[src/rtl/mem_port_arbiter.sv]
// Single memory port shared by instruction fetch and the data stage.
// One transaction at a time; MEM wins ties until IF has waited too long.
module mem_port_arbiter #(
  parameter int ADDR_W         = 32,
  parameter int DATA_W         = 32,
  parameter int MEM_STREAK_MAX = 4
) (
  input  logic                clk,
  input  logic                rst,
  input  logic                if_req_i,
  input  logic [ADDR_W-1:0]   if_addr_i,
  output logic                if_busy_o,
  output logic                if_done_o,
  output logic [DATA_W-1:0]   if_rdata_o,
  input  logic                mem_req_i,
  input  logic                mem_we_i,
  input  logic [ADDR_W-1:0]   mem_addr_i,
  input  logic [DATA_W-1:0]   mem_wdata_i,
  input  logic [DATA_W/8-1:0] mem_wmask_i,
  output logic                mem_busy_o,
  output logic                mem_done_o,
  output logic [DATA_W-1:0]   mem_rdata_o,
  output logic                port_req_o,
  output logic                port_we_o,
  output logic [ADDR_W-1:0]   port_addr_o,
  output logic [DATA_W-1:0]   port_wdata_o,
  output logic [DATA_W/8-1:0] port_wmask_o,
  input  logic [DATA_W-1:0]   port_rdata_i,
  input  logic                port_ack_i
);

  localparam int MW = DATA_W / 8;
  localparam int SW = $clog2(MEM_STREAK_MAX + 1);
  localparam logic [SW-1:0] STREAK_MAX = SW'(MEM_STREAK_MAX);

  typedef enum logic [1:0] {
    IDLE,
    SERVE_IF,
    SERVE_MEM
  } state_e;

  state_e            state_q, state_d;
  logic [SW-1:0]     streak_q, streak_d;
  logic              we_q, we_d;
  logic [ADDR_W-1:0] addr_q, addr_d;
  logic [DATA_W-1:0] wdata_q, wdata_d;
  logic [MW-1:0]     mask_q, mask_d;
  logic              if_done_q, if_done_d;
  logic              mem_done_q, mem_done_d;
  logic [DATA_W-1:0] if_rdata_q, if_rdata_d;
  logic [DATA_W-1:0] mem_rdata_q, mem_rdata_d;

  logic              if_forced;
  logic              grant_mem;
  logic              grant_if;

  // IF is forced only once MEM has taken the maximum run of contested grants
  assign if_forced = if_req_i && (streak_q == STREAK_MAX);
  assign grant_mem = (state_q == IDLE) && mem_req_i && !if_forced;
  assign grant_if  = (state_q == IDLE) && if_req_i && !grant_mem;

  always_comb begin
    state_d     = state_q;
    streak_d    = streak_q;
    we_d        = we_q;
    addr_d      = addr_q;
    wdata_d     = wdata_q;
    mask_d      = mask_q;
    if_done_d   = 1'b0;
    mem_done_d  = 1'b0;
    if_rdata_d  = if_rdata_q;
    mem_rdata_d = mem_rdata_q;

    unique case (state_q)
      IDLE: begin
        if (grant_mem) begin
          state_d = SERVE_MEM;
          we_d    = mem_we_i;
          addr_d  = mem_addr_i;
          wdata_d = mem_wdata_i;
          mask_d  = mem_we_i ? mem_wmask_i : '0;
          if (!if_req_i) begin
            streak_d = '0;
          end else if (streak_q != STREAK_MAX) begin
            streak_d = streak_q + 1'b1;
          end
        end else if (grant_if) begin
          state_d  = SERVE_IF;
          we_d     = 1'b0;
          addr_d   = if_addr_i;
          wdata_d  = '0;
          mask_d   = '0;
          streak_d = '0;
        end
      end
      SERVE_IF: begin
        if (port_ack_i) begin
          state_d    = IDLE;
          if_done_d  = 1'b1;
          if_rdata_d = port_rdata_i;
        end
      end
      SERVE_MEM: begin
        if (port_ack_i) begin
          state_d    = IDLE;
          mem_done_d = 1'b1;
          if (!we_q) begin
            mem_rdata_d = port_rdata_i;
          end
        end
      end
      default: begin
        state_d = IDLE;
      end
    endcase
  end

  always_ff @(posedge clk) begin
    if (rst) begin
      state_q     <= IDLE;
      streak_q    <= '0;
      we_q        <= 1'b0;
      addr_q      <= '0;
      wdata_q     <= '0;
      mask_q      <= '0;
      if_done_q   <= 1'b0;
      mem_done_q  <= 1'b0;
      if_rdata_q  <= '0;
      mem_rdata_q <= '0;
    end else begin
      state_q     <= state_d;
      streak_q    <= streak_d;
      we_q        <= we_d;
      addr_q      <= addr_d;
      wdata_q     <= wdata_d;
      mask_q      <= mask_d;
      if_done_q   <= if_done_d;
      mem_done_q  <= mem_done_d;
      if_rdata_q  <= if_rdata_d;
      mem_rdata_q <= mem_rdata_d;
    end
  end

  assign port_req_o   = (state_q == SERVE_IF) || (state_q == SERVE_MEM);
  assign port_we_o    = we_q;
  assign port_addr_o  = addr_q;
  assign port_wdata_o = wdata_q;
  assign port_wmask_o = mask_q;

  assign if_done_o   = if_done_q;
  assign mem_done_o  = mem_done_q;
  assign if_rdata_o  = if_rdata_q;
  assign mem_rdata_o = mem_rdata_q;

  assign if_busy_o  = if_req_i & ~if_done_q;
  assign mem_busy_o = mem_req_i & ~mem_done_q;

endmodule

[config.mk]
export PLATFORM = sky130hd
export DESIGN_NAME = mem_port_arbiter
export DESIGN_NICKNAME = d
export VERILOG_FILES = /design/src/rtl/mem_port_arbiter.sv
export SDC_FILE = /design/constraint.sdc
export NUM_CORES = 1
export LEC_CHECK = 0
export CAP_MARGIN = 15
export CORE_ASPECT_RATIO = 1.25
export CORE_MARGIN = 1
export CORE_UTILIZATION = 37
export CTS_BUF_LIST = sky130_fd_sc_hd__clkbuf_8
export DETAILED_ROUTE_END_ITERATION = 6
export GPL_TIMING_DRIVEN = 0
export MAX_ROUTING_LAYER = met4
export PLACE_DENSITY = 0.78
export SLEW_MARGIN = 20
export SYNTH_ARGS = -nofsm -noshare
export SYNTH_HDL_FRONTEND = slang
export SYNTH_SLANG_ARGS = --single-unit
[constraint.sdc]
create_clock -name clk -period 1.6 [get_ports clk]
set_clock_uncertainty 0.1 [all_clocks]
set_input_delay 0.16 -clock clk [delete_from_list [all_inputs] [get_ports clk]]
set_output_delay 0.16 -clock clk [all_outputs]
set_load 0.01 [all_outputs]
==> summary.txt <==
STA
  – Post-route minimum period: 1.58 ns
  – Rel. slew slack: 0.586
  – Least-Margin Pin Slew: 0.620 ns
  – Slew Limit Fails: 0
  – Max Freq: between 600 and 700 MHz
  – Fin crit share: 0.986
  – RSZ-0062 raised after global routing: yes
  – WHS: between 0.04 and 0.05 ns
  – Final Hold Viols: 0
  – Final setup fails: 0

Min path
  – HP Class: input pin to flip-flop

Clock tree
  – CTS tree: done
  – Clk sinks: 140
  – Skew-Pair Late Insertion Delay: roughly 0.44 ns
  – CTS max path bufs: 2
  – Clock slew at reported path FFs: ~0.07 ns
  – CTS root buf: clkbuf_8
  – H-tree depth: 4
  – CTS Buf Count: 17

Critical path
  – Crit path DAT: 1.77 ns
  – Setup crit end kind: flip-flop
  – Worst EP required: 1.80 ns
  – Critical path's top delay family: flip-flops
  – Crit-path max FO: 5
  – Critical path class: flip-flop to flip-flop
  – CP Buf/Inv Count: 2
  – CP Cell Sequence: inv_2, ha_4, and3_2, buf_6, o21ai_0, a311oi_2
  – Crit path largest cell delay: roughly 0.37 ns
  – Crit-path slowest cell: dfxtp_1
  – Critical Path Start Type: flip-flop

Floorplanning
  – Die Y: between 100 and 150 µm
  – Area of the die: approximately 15000 µm²
  – Die Width: 110 µm
  – # rows: 49
  – Initial Util: 0.376
  – Num ports: 276
  – Core footprint: about 14000 µm²

Synth
  – Yosys warns: 0
  – Synth Register Bits: between 100 and 150
  – Seq/Total Area, Yosys: 0.519
  – Unique masters post-synth: 29
  – Mapped Area: 5400 µm²
  – Post-Syn Nets: roughly 790
  – Syn avg cell area: roughly 8.4 µm²
  – Cells after Synth: 644

Placed design
  – Port buffer count: 273
  – RePlAce Congestion: 0.851
  – DP HPWL: between 10000 and 15000 µm

Route
  – 1st-pass router iterations: 5
  – Total wire length: about 19000 µm
  – DRT iter0 DRCs: between 300 and 400
  – Via Count: 5882
  – DRC: 0
  – Average wire per standard cell: 16.9 µm
  – Via density per instance: between 5 and 6
  – Post-DRT Antenna Nets: 0

Power and ir drop
  – Design Power: 9.19 mW
  – Pwr dens: 1020 nW/µm²
  – VDD IR max: approximately 0.00082 V
  – P_leak: 4.12 nW

Finish
  – Share of cells above drive strength 1: 0.123
  – Filler cell count: around 1300
  – Nets@finish: 1084
  – Synth-to-layout area growth: 66.3%
  – Layout Utilization: 0.626

Global route
  – All-Layer GR Usage: 0.248
  – Initial antenna violation count: 1
  – Grt total ovfl: 0
  – First-pass GRT wire length: 27500 µm
  – Vias in the first global route: ~5400
  – Largest net degree at the start of global routing: 17

Flow run
  – Maxcap violations: 0

Status
  – Status: completed
==> stage by stage <==
stage	setup slack, ns	TNS (ns)	area (µm²)	instances
2_1_floorplan	0.0682	0	5400	644
3_3_place_gp	-0.278	-19.99	8350	1095
3_5_place_dp	-0.337	-22.51	8350	1095
4_1_cts	0.000357	0	8720	1127
5_1_grt	-0.0639	-1.01	8980	1133
6_report	0.0227	0	8980	1133
==> path summary, 6_finish.rpt <==
path | depth (start not counted) | to | slack, ns | startpoint
worst max-delay path | 6 | port_addr_o[28]$_SDFFE_PP0P_ | 0.02 | streak_q[1]$_SDFFE_PP0P_
worst min-delay path | 4 | state_q[1]$_SDFFE_PP0P_ | 0.04 | if_req_i
worst max register to register | 6 | port_addr_o[28]$_SDFFE_PP0P_ | 0.02 | streak_q[1]$_SDFFE_PP0P_
worst min register to register | 2 | if_rdata_o[15]$_SDFFE_PP0P_ | 0.35 | if_rdata_o[15]$_SDFFE_PP0P_
==> cells in the mapped netlist (all sizes together) <==
library cell / n / area share
nand3b: 1 / 0.0014
a32oi: 33 / 0.054
nand3: 34 / 0.032
and3b: 2 / 0.0032
nand2b: 2 / 0.0023
o211ai: 1 / 0.0014
nand2: 138 / 0.096
buf: 32 / 0.038
a311oi: 32 / 0.052
and2: 2 / 0.0023
a21oi: 73 / 0.068
o21ai: 34 / 0.032
inv: 4 / 0.0028
nor2b: 2 / 0.0023
a21o: 1 / 0.0014
clkbuf: 31 / 0.022
o21a: 1 / 0.0014
a211oi: 1 / 0.0014
and3: 1 / 0.0021
nor2: 67 / 0.047
ha: 5 / 0.012
dfxtp: 140 / 0.52
nand4: 6 / 0.0070
nor3b: 1 / 0.0014
==> final cells by class <==
| class | instances | area (µm²) | share of cell area |
|---|---|---|---|
| antenna | 1 | 2.50 | 0.000279 |
| buffer | 61 | 414 | 0.0461 |
| clock buffer | 21 | 289 | 0.0322 |
| clock inverter | 11 | 116 | 0.0130 |
| inverter | 4 | 15.0 | 0.00167 |
| multi-input combinational | 438 | 2410 | 0.269 |
| sequential | 140 | 2810 | 0.313 |
| tap | 178 | 223 | 0.0248 |
| timing repair buffer | 279 | 2700 | 0.301 |
==> cell families after synthesis <==
kind of cell / count (synthesis) / share of synthesized area
AO/OA/AOI/OAI: 176 / 0.210
adder cells (fa/ha/maj): 5 / 0.0116
buffers and inverters: 67 / 0.0619
flip-flops: 140 / 0.519
AND/OR/NAND/NOR: 256 / 0.197
==> placed cells by master (no fill, tap or decap), types with 2 or more instances in the layout <==
cell             Yosys  layout
nand2_1            138     137
dfxtp_1            140     136
clkdlybuf4s50_1      0     134
dlygate4sd2_1        0     112
a21oi_1             73      73
nor2_1              67      67
a32oi_1             33      32
nand3_1             33      31
dlymetal6s2s_1       0      26
o21ai_0             28      25
clkbuf_8             0      21
a311oi_1            32      18
a311oi_2             0      14
clkbuf_1            31      13
buf_2               21      13
buf_6                5      12
clkbuf_2             0      12
o21ai_1              6       9
buf_4                5       9
nand4_1              6       6
inv_2                0       4
clkbuf_4             0       4
clkinv_2             0       4
dfxtp_2              0       4
buf_8                0       3
ha_1                 5       3
nor2b_1              2       2
nand2b_1             2       2
nand3_2              1       2
ha_4                 0       2
clkinvlp_4           0       2
bufinv_16            0       2
==> routing by layer <==
metal	up-vias	GRT usage	wire, µm
met3	40	0.0638	1280
met4	0	0.108	484
li1	2852	-	-
met5	-	-	0
met2	222	0.419	9850
met1	2768	0.272	7520
==> state kept, by name (all words and copies together), names as in the netlist <==
signal and count:
mem_rdata_o 32, port_addr_o 32, streak_q 3, state_q 2, port_we_o 1, if_done_o 1, if_rdata_o 32, mem_done_o 1
port_wdata_o 32, port_wmask_o 4
==> power breakdown <==
part,internal (mW),switching (mW),total (mW)
Clock,1.54,1.38,2.93
Sequential,3.79,0.152,3.94
Combinational,1.14,1.18,2.32
==> worst min-delay path: stages <==
cell      delay [ns]
buf_6           0.11
nand2b_1        0.11
a21o_1          0.10
a21oi_1         0.05
==> what timing repair did <==
| item | CTS | global route |
|---|---|---|
| gates resized for setup | 155 | 77 |
| endpoints found under the hold margin | 4 | 0 |
| cloned | 0 | 5 |
| setup buffers | 0 | 1 |
| hold buffers | 1 | 0 |
| pin swaps | 8 | 36 |
| endpoints found under the setup margin | 244 | 134 |
No activity file was read; power rests on OpenSTA's default activity.
